File: src/rtl/pipe_defs_pkg.sv
// pipe_defs_pkg: constants and types shared by the ID/EX stage.
//   DW, RW        : default datapath and register-index widths
//   ALU_*         : ALU class codes driven on aluCode
//   FN_*          : function codes driven on operation
//   ctrl_t        : the four pipeline control bits that travel with an instruction
//   CTRL_BUBBLE   : control value carried by a bubble (nothing written, no memory access)
package pipe_defs_pkg;

  localparam int DW = 32;
  localparam int RW = 5;

  localparam logic [2:0] ALU_ARITH = 3'b000;
  localparam logic [2:0] ALU_EQ    = 3'b001;
  localparam logic [2:0] ALU_LT    = 3'b010;
  localparam logic [2:0] ALU_GT    = 3'b011;
  localparam logic [2:0] ALU_CLZO  = 3'b100;
  localparam logic [2:0] ALU_ADDI  = 3'b101;

  localparam logic [5:0] FN_ADD = 6'h20;
  localparam logic [5:0] FN_SUB = 6'h22;
  localparam logic [5:0] FN_AND = 6'h24;
  localparam logic [5:0] FN_OR  = 6'h25;
  localparam logic [5:0] FN_SLT = 6'h2a;

  typedef struct packed {
    logic regWrite;
    logic memRead;
    logic memWrite;
    logic memToReg;
  } ctrl_t;

  localparam ctrl_t CTRL_BUBBLE = '0;

endpackage

File: src/rtl/fwd_unit.sv
// fwd_unit: operand forwarding mux for one ALU source.
// Ports:
//   srcIdx         latched source register index
//   srcValue       latched register-file value
//   exmem*         EX/MEM producer (write enable, destination, result)
//   memwb*         MEM/WB producer (write enable, destination, data)
//   fwdValue       value the ALU should see for this source
// The younger EX/MEM producer takes priority over MEM/WB; register 0 is never forwarded.
module fwd_unit #(
  parameter int DW = 32,
  parameter int RW = 5
) (
  input  logic [RW-1:0] srcIdx,
  input  logic [DW-1:0] srcValue,
  input  logic          exmemRegWrite,
  input  logic [RW-1:0] exmemRd,
  input  logic [DW-1:0] exmemResult,
  input  logic          memwbRegWrite,
  input  logic [RW-1:0] memwbRd,
  input  logic [DW-1:0] memwbData,
  output logic [DW-1:0] fwdValue
);

  logic srcNonZero;
  assign srcNonZero = (srcIdx != '0);

  always_comb begin
    fwdValue = srcValue;
    if (srcNonZero && memwbRegWrite && (memwbRd == srcIdx)) fwdValue = memwbData;
    if (srcNonZero && exmemRegWrite && (exmemRd == srcIdx)) fwdValue = exmemResult;
  end

endmodule

File: src/rtl/id_ex_stage.sv
// id_ex_stage: ID/EX pipeline register and ALU operand front end.
// Latches decoded operands/control, presents forwarded operands to the ALU,
// and raises stall_out for hazards that forwarding cannot cover.
// Ports:
//   clk, reset                synchronous active-high reset
//   id_*                      decoded instruction from the decode stage
//   flush                     squash the instruction entering EX
//   ex_hold                   downstream busy; freeze the EX slot
//   exmem_*, memwb_*          downstream producers for forwarding / hazard checks
//   stall_out                 freeze PC and IF/ID this cycle
//   ex_*                      EX slot contents and ALU inputs
// Build option: FWD_EN
//   defined   : operands forwarded from EX/MEM and MEM/WB; only load-use stalls
//   undefined : no forwarding; stall on any RAW against EX, EX/MEM or MEM/WB
module id_ex_stage #(
  parameter int DW = pipe_defs_pkg::DW,
  parameter int RW = pipe_defs_pkg::RW
) (
  input  logic          clk,
  input  logic          reset,
  input  logic          id_valid,
  input  logic [DW-1:0] id_rs_data,
  input  logic [DW-1:0] id_rt_data,
  input  logic [DW-1:0] id_imm,
  input  logic [RW-1:0] id_rs,
  input  logic [RW-1:0] id_rt,
  input  logic [RW-1:0] id_rd,
  input  logic [5:0]    id_operation,
  input  logic [2:0]    id_alu_code,
  input  logic          id_alu_src,
  input  logic          id_reg_write,
  input  logic          id_mem_read,
  input  logic          id_mem_write,
  input  logic          id_mem_to_reg,
  input  logic          flush,
  input  logic          ex_hold,
  input  logic          exmem_reg_write,
  input  logic [RW-1:0] exmem_rd,
  input  logic [DW-1:0] exmem_result,
  input  logic          memwb_reg_write,
  input  logic [RW-1:0] memwb_rd,
  input  logic [DW-1:0] memwb_data,
  output logic          stall_out,
  output logic          ex_valid,
  output logic [DW-1:0] ex_a,
  output logic [DW-1:0] ex_b,
  output logic [DW-1:0] ex_store_data,
  output logic [5:0]    ex_operation,
  output logic [2:0]    ex_alu_code,
  output logic [RW-1:0] ex_rd,
  output logic          ex_reg_write,
  output logic          ex_mem_read,
  output logic          ex_mem_write,
  output logic          ex_mem_to_reg
);

  import pipe_defs_pkg::*;

  logic          validQ;
  logic [DW-1:0] rsDataQ, rtDataQ, immQ;
  logic [RW-1:0] rsQ, rtQ, rdQ;
  logic [5:0]    operationQ;
  logic [2:0]    aluCodeQ;
  logic          aluSrcQ;
  ctrl_t         ctrlQ;

  logic          rsUsed, rtUsed, hazard;
  logic [DW-1:0] rsFwd, rtFwd;

  // True when a write to rd (non-zero) feeds a source the decode slot actually reads.
  function automatic logic dependsOn(input logic we, input logic [RW-1:0] rd,
                                     input logic useRs, input logic [RW-1:0] rs,
                                     input logic useRt, input logic [RW-1:0] rt);
    return we && (rd != '0) && ((useRs && (rd == rs)) || (useRt && (rd == rt)));
  endfunction

  // An immediate-form op reads rt only when it is the store data.
  assign rsUsed = id_valid && (id_rs != '0);
  assign rtUsed = id_valid && (id_rt != '0) && (!id_alu_src || id_mem_write);

`ifdef FWD_EN
  assign hazard = dependsOn(validQ && ctrlQ.memRead, rdQ, rsUsed, id_rs, rtUsed, id_rt);

  fwd_unit #(.DW(DW), .RW(RW)) uFwdRs (
    .srcIdx(rsQ), .srcValue(rsDataQ),
    .exmemRegWrite(exmem_reg_write), .exmemRd(exmem_rd), .exmemResult(exmem_result),
    .memwbRegWrite(memwb_reg_write), .memwbRd(memwb_rd), .memwbData(memwb_data),
    .fwdValue(rsFwd)
  );

  fwd_unit #(.DW(DW), .RW(RW)) uFwdRt (
    .srcIdx(rtQ), .srcValue(rtDataQ),
    .exmemRegWrite(exmem_reg_write), .exmemRd(exmem_rd), .exmemResult(exmem_result),
    .memwbRegWrite(memwb_reg_write), .memwbRd(memwb_rd), .memwbData(memwb_data),
    .fwdValue(rtFwd)
  );
`else
  // Without bypass paths every in-flight writer is a hazard until it retires.
  assign hazard = dependsOn(validQ && ctrlQ.regWrite, rdQ, rsUsed, id_rs, rtUsed, id_rt)
               || dependsOn(exmem_reg_write, exmem_rd, rsUsed, id_rs, rtUsed, id_rt)
               || dependsOn(memwb_reg_write, memwb_rd, rsUsed, id_rs, rtUsed, id_rt);

  assign rsFwd = rsDataQ;
  assign rtFwd = rtDataQ;

  // Producer values and latched indices have no consumer in this build.
  logic unusedData;
  assign unusedData = ^{exmem_result, memwb_data, rsQ, rtQ};
`endif

  always_ff @(posedge clk) begin
    if (reset) begin
      validQ     <= 1'b0;
      rsDataQ    <= '0;
      rtDataQ    <= '0;
      immQ       <= '0;
      rsQ        <= '0;
      rtQ        <= '0;
      rdQ        <= '0;
      operationQ <= '0;
      aluCodeQ   <= '0;
      aluSrcQ    <= 1'b0;
      ctrlQ      <= CTRL_BUBBLE;
    end else if (!ex_hold) begin
      if (flush || hazard) begin
        // Bubble: data fields are parked at zero so the ALU sees quiet inputs.
        validQ     <= 1'b0;
        rsDataQ    <= '0;
        rtDataQ    <= '0;
        immQ       <= '0;
        rsQ        <= '0;
        rtQ        <= '0;
        rdQ        <= '0;
        operationQ <= '0;
        aluCodeQ   <= '0;
        aluSrcQ    <= 1'b0;
        ctrlQ      <= CTRL_BUBBLE;
      end else begin
        validQ     <= id_valid;
        rsDataQ    <= id_rs_data;
        rtDataQ    <= id_rt_data;
        immQ       <= id_imm;
        rsQ        <= id_rs;
        rtQ        <= id_rt;
        rdQ        <= id_rd;
        operationQ <= id_operation;
        aluCodeQ   <= id_alu_code;
        aluSrcQ    <= id_alu_src;
        ctrlQ      <= '{regWrite: id_reg_write, memRead: id_mem_read,
                        memWrite: id_mem_write, memToReg: id_mem_to_reg};
      end
    end
  end

  assign stall_out     = hazard || ex_hold;
  assign ex_valid      = validQ;
  assign ex_a          = rsFwd;
  assign ex_store_data = rtFwd;
  assign ex_b          = aluSrcQ ? immQ : rtFwd;
  assign ex_operation  = operationQ;
  assign ex_alu_code   = aluCodeQ;
  assign ex_rd         = rdQ;
  assign ex_reg_write  = ctrlQ.regWrite && validQ;
  assign ex_mem_read   = ctrlQ.memRead  && validQ;
  assign ex_mem_write  = ctrlQ.memWrite && validQ;
  assign ex_mem_to_reg = ctrlQ.memToReg && validQ;

endmodule

File: config.mk
export PLATFORM = sky130hd
export DESIGN_NAME = id_ex_stage
export DESIGN_NICKNAME = d
export VERILOG_FILES = /design/src/rtl/pipe_defs_pkg.sv /design/src/rtl/fwd_unit.sv /design/src/rtl/id_ex_stage.sv
export SDC_FILE = /design/constraint.sdc
export NUM_CORES = 1
export LEC_CHECK = 0
export ABC_AREA = 1
export BUFFER_PORTS_ARGS = -buffer_cell sky130_fd_sc_hd__buf_2
export CORE_AREA = 2 2 126 128
export DETAILED_ROUTE_END_ITERATION = 6
export DIE_AREA = 0 0 128 130
export PLACE_DENSITY_LB_ADDON = 0.08
export SLEW_MARGIN = 20
export SYNTH_ARGS = -nofsm -noshare
export SYNTH_HDL_FRONTEND = slang
export SYNTH_SLANG_ARGS = --single-unit
File: constraint.sdc
create_clock -name clk -period 2 [get_ports clk]
set_input_delay 0.4 -clock clk [delete_from_list [all_inputs] [get_ports clk]]
set_output_delay 0.4 -clock clk [all_outputs]
set_load 0.02 [all_outputs]
==> Word level (Yosys, flattened, before mapping) <==
Index checks and enable logic that the tools add are counted.
{ "classes": {"n_eq_ne": 6, "n_reduce_logical": 33, "muxes": 10} }
{ "ops": {"columns": ["op", "count"], "rows": [
  ["$mux 32", 4],
  ["$eq 5x5->1", 6],
  ["$reduce_bool 5->1", 5],
  ["$logic_and 1x1->1", 19],
  ["$logic_or 1x1->1", 8],
  ["$mux 6", 1],
  ["$mux 5", 1],
  ["$mux 4", 1],
  ["$mux 3", 1],
  ["$mux 1", 2],
  ["$logic_not 1->1", 1]
]} }
{ "totals": {"input_bits": 206, "regBits": 116} }

==> Depth between registers and ports, before layout <==
{ "logic_depth": {"depth_word": 10, "mapped_depth": 14, "depth_no_buf": 12} }

==> Worst setup path before layout <==
OpenSTA, ideal clock, no wires.
{ "synth_timing": {"path_kind": "reg2out", "from": "register rdQ[1], in the netlist ex_rd[1]", "to": "output stall_out", "setup_slack_ns": 0.095, "arrival_time_ns": 1.505, "stages_incl_launch_ff": 13, "path_cell_list": "dfxtp_1 inv_1 nand2_1 nand2_1 nand2_1 nor2_1 nand3_1 nand2_1 nand2_1 nand2_1 inv_2 buf_1 nand2_1"} }
{ "synth_via": {"elab_chain_cells": 7, "word_cells_on_any_way": 11, "classes_between": "2 x eq/ne; 9 x reduce/logical"} }
{ "synth_rtl": {"columns": ["item", "line_no", "source"], "rows": [
  ["start, declared", "id_ex_stage.sv:61", "logic [RW-1:0] rsQ, rtQ, rdQ;"],
  ["start signal, assigned", "id_ex_stage.sv:145", "rdQ <= id_rd;"],
  ["$eq 5x5->1", "id_ex_stage.sv:74", "return we && (rd != '0) && ((useRs && (rd == rs)) || (useRt && (rd == rt)));"],
  ["$logic_and 1x1->1", "id_ex_stage.sv:74", null],
  ["$logic_or 1x1->1", "id_ex_stage.sv:74", null],
  ["$logic_and 1x1->1 (*)", "id_ex_stage.sv:74", null],
  ["$logic_or 1x1->1 (*)", "id_ex_stage.sv:100", "|| dependsOn(exmem_reg_write, exmem_rd, rsUsed, id_rs, rtUsed, id_rt)"],
  ["$logic_or 1x1->1 (*)", "id_ex_stage.sv:101", "|| dependsOn(memwb_reg_write, memwb_rd, rsUsed, id_rs, rtUsed, id_rt);"],
  ["$logic_or 1x1->1 (*)", "id_ex_stage.sv:155", "assign stall_out = hazard || ex_hold;"],
  ["end, declared", "id_ex_stage.sv:43", "output logic stall_out,"]
]} }
Every way passes the cells marked *; elsewhere a longest branch is shown, timed or not.

==> Worst setup path after layout <==
{ "layout_timing": {"from": "register rdQ[0], in the netlist ex_rd[0]", "to": "output stall_out"} }
Same word-level chain as after synthesis.

==> results.ini <==
[place]
gp_congestion=0.8207
dpl_cell_area_sq_um=7553
pre_cts_ws_ns=-0.04336
hpwl_um=12630
io_buffers=257
dpl.cell_count=1309

[power]
pwr_density_cell_nw_per_um2=787.0
p_total_mw=6.463
p_leak_nw=4.283
irDropWorstVdd_v=0.0005621

[drt]
avgRoutedWirePerCell_um=13.77
vias=6359
route.antenna.remaining_nets=0
routed_wl_um=18500
drt_iter0_drc=299
vias_per_cell=4.735
drc=0
first_pass_iters=4

[die]
rows=46
chipWidth_um=128
die_h_um=130
dieArea_sq_um=16640
core_area_sq_um=15420
ioPinCount=322
start_util=0.3891

[clocking]
cts_num_sinks=116
root_buffer=clkbuf_16
clk_pin_slew_ns=0.06
cts_tree=built
clk_latency_ns=0.41
clockBufferDepth=2
cts_buffers=17
postCtsHoldBufs=0
htree_levels=4

[sta]
relSlewSlack=0.6931
fin_ws_ns=-0.01871
max_freq_ghz=0.4954
rsz0062_at_grt=yes
fin_crit_sh=1.009
post-route-min-period_ns=2.019
setup_viol=1
tightest_slew_ns=0.4604
hold_viol=0
finalMaxSlewViolations=0
clock_skew_ns=0.007977

[cells_and_area]
fillers=1676
areaGrowthSynthToFinish_pct=36.81
nets=1343
stdcell_count=1343
drive_gt1_frac=0.3104
fin_util=0.5324
final_cell_area_sq_um=8212

[synth]
syn_area_sq_um=6002
yosysSeqAreaShare=0.3869
synthesis.nets=1110
yosysWarnings=0
synth_cell_types=18
avgSynthCellArea_sq_um=6.639
post_synth_inst_count=904
synth_seq_cells=116

[critical_path]
crit_path_end_kind=output pin
path_class=flop to output pin
start_kind=flop
crit_required_ns=1.60
path_max_fanout=5
crit_arrival_ns=1.62

[grt]
grt_pass1_vias=5835
gr-usage-all-layers=0.2210
grt_start_max_net_pins=100
overflow=0
antenna_found_initial=2
grt_pass1_wl_um=29200

[status]
failed_checks=setup timing
status=finished with violations

[flow_run]
max_cap_violations=0

[min_path]
worst_hold_path_type=input port to flop

==> cell usage after synthesis <==
library cell  count  area [sq um]
nand2_1         149         559.3
buf_2            10         50.05
o31ai_1           1         7.510
mux2_2           32         360.4
o21ai_0           3         15.01
buf_4             5         37.54
xor2_1           13         113.9
a21oi_1         118         590.6
clkbuf_1         51         191.4
nor2_1          134         503.0
buf_1             1         3.750
nand3_1         124         620.6
dfxtp_1         116          2322
nor4_1            1         6.260
xnor2_1          12         105.1
inv_2             1         3.750
inv_1           132         495.5
a21oi_4           1         16.27
==> cells by family after synthesis <==
logic type / Yosys count / share of synthesized area
AO/OA/AOI/OAI: 123 / 0.1049
XOR/XNOR: 25 / 0.03648
AND/OR/NAND/NOR: 408 / 0.2814
buffers and inverters: 200 / 0.1303
multiplexers: 32 / 0.06004
flip-flops: 116 / 0.3869
==> layer usage <==
layer,vias up,GRT usage,wire (um)
met5,-,0,8
met4,2,0.08016,264
met3,19,0.06847,1234
met2,174,0.3640,8634
met1,2869,0.2745,8357
li1,3295,-,-
==> registers in the layout, indices dropped and copies added (netlist names) <==
register       cells
ex_store_data     32
aluSrcQ            1
ex_operation       6
ex_valid           1
ex_alu_code        3
ex_rd              5
ex_a              32
immQ              32
ctrlQ              4
==> layout by cell type, fill, tap and decap left out, types with 4 or more instances in the layout <==
master and count:
buf_2 253, dfxtp_1 111, clkbuf_16 17, xor2_1 13, mux2_2 32, nand2_1 147
nor2_1 134, xnor2_1 9, a21oi_1 118, buf_4 17, buf_12 10, clkinv_2 4
nand3_1 124, inv_1 132
==> timing repair <==
| action | 4_1_cts | 5_1_grt |
|---|---|---|
| setup endpoints to repair | 1 | 1 |
| pin swaps | 1 | 0 |
| buffers inserted | 1 | 0 |
| gates resized for setup | 14 | 1 |
==> final timing paths <==
| kind | start | slack (ns) | cells after the start | to |
|---|---|---|---|---|
| worst min-delay path | id_rs_data[19] | 0.31 | 5 | ex_a[19] |
| worst min register to register | immQ[28] | 0.46 | 2 | immQ[28] |
| worst max-delay path | ex_rd[0] | -0.02 | 10 | stall_out |
| worst max register to register | ex_rd[4] | 0.26 | 11 | ex_a[5] |
==> layout make-up <==
cell class	instances	area (sq um)	area share
Sequential cell	116	2333	0.2842
Tap cell	192	240.2	0.02925
Antenna cell	1	2.502	0.0003047
Inverter	133	504.2	0.06140
Clock buffer	20	466.7	0.05683
Multi-Input combinational cell	588	2930	0.3568
Clock inverter	12	128.9	0.01569
Timing Repair Buffer	281	1605	0.1955
==> worst max-delay path, cell delays in order, from the launching register on <==
cell and delay, ns:
dfxtp_4 0.37, xnor2_2 0.15, nand2_1 0.06, nor2_1 0.09, nand3_1 0.07, nand2_1 0.06
nand2_1 0.05, nand2_2 0.08, clkinv_4 0.08, nand2_4 0.07, buf_6 0.11
==> stage by stage <==
stage                     hold slack (ns)   TNS, ns
after floorplan                    0.4419         0
after global placement             0.4502  -0.04908
after detailed placement           0.4538  -0.04336
after CTS                          0.2933  -0.03377
after global routing               0.3160   -0.1576
final                              0.3118  -0.01871
==> power breakdown <==
group | internal, mW | switching, mW
Sequential | 2.41 | 0.0594
Clock | 1.93 | 1.09
Combinational | 0.405 | 0.573
(Power assumes the default switching activity.)
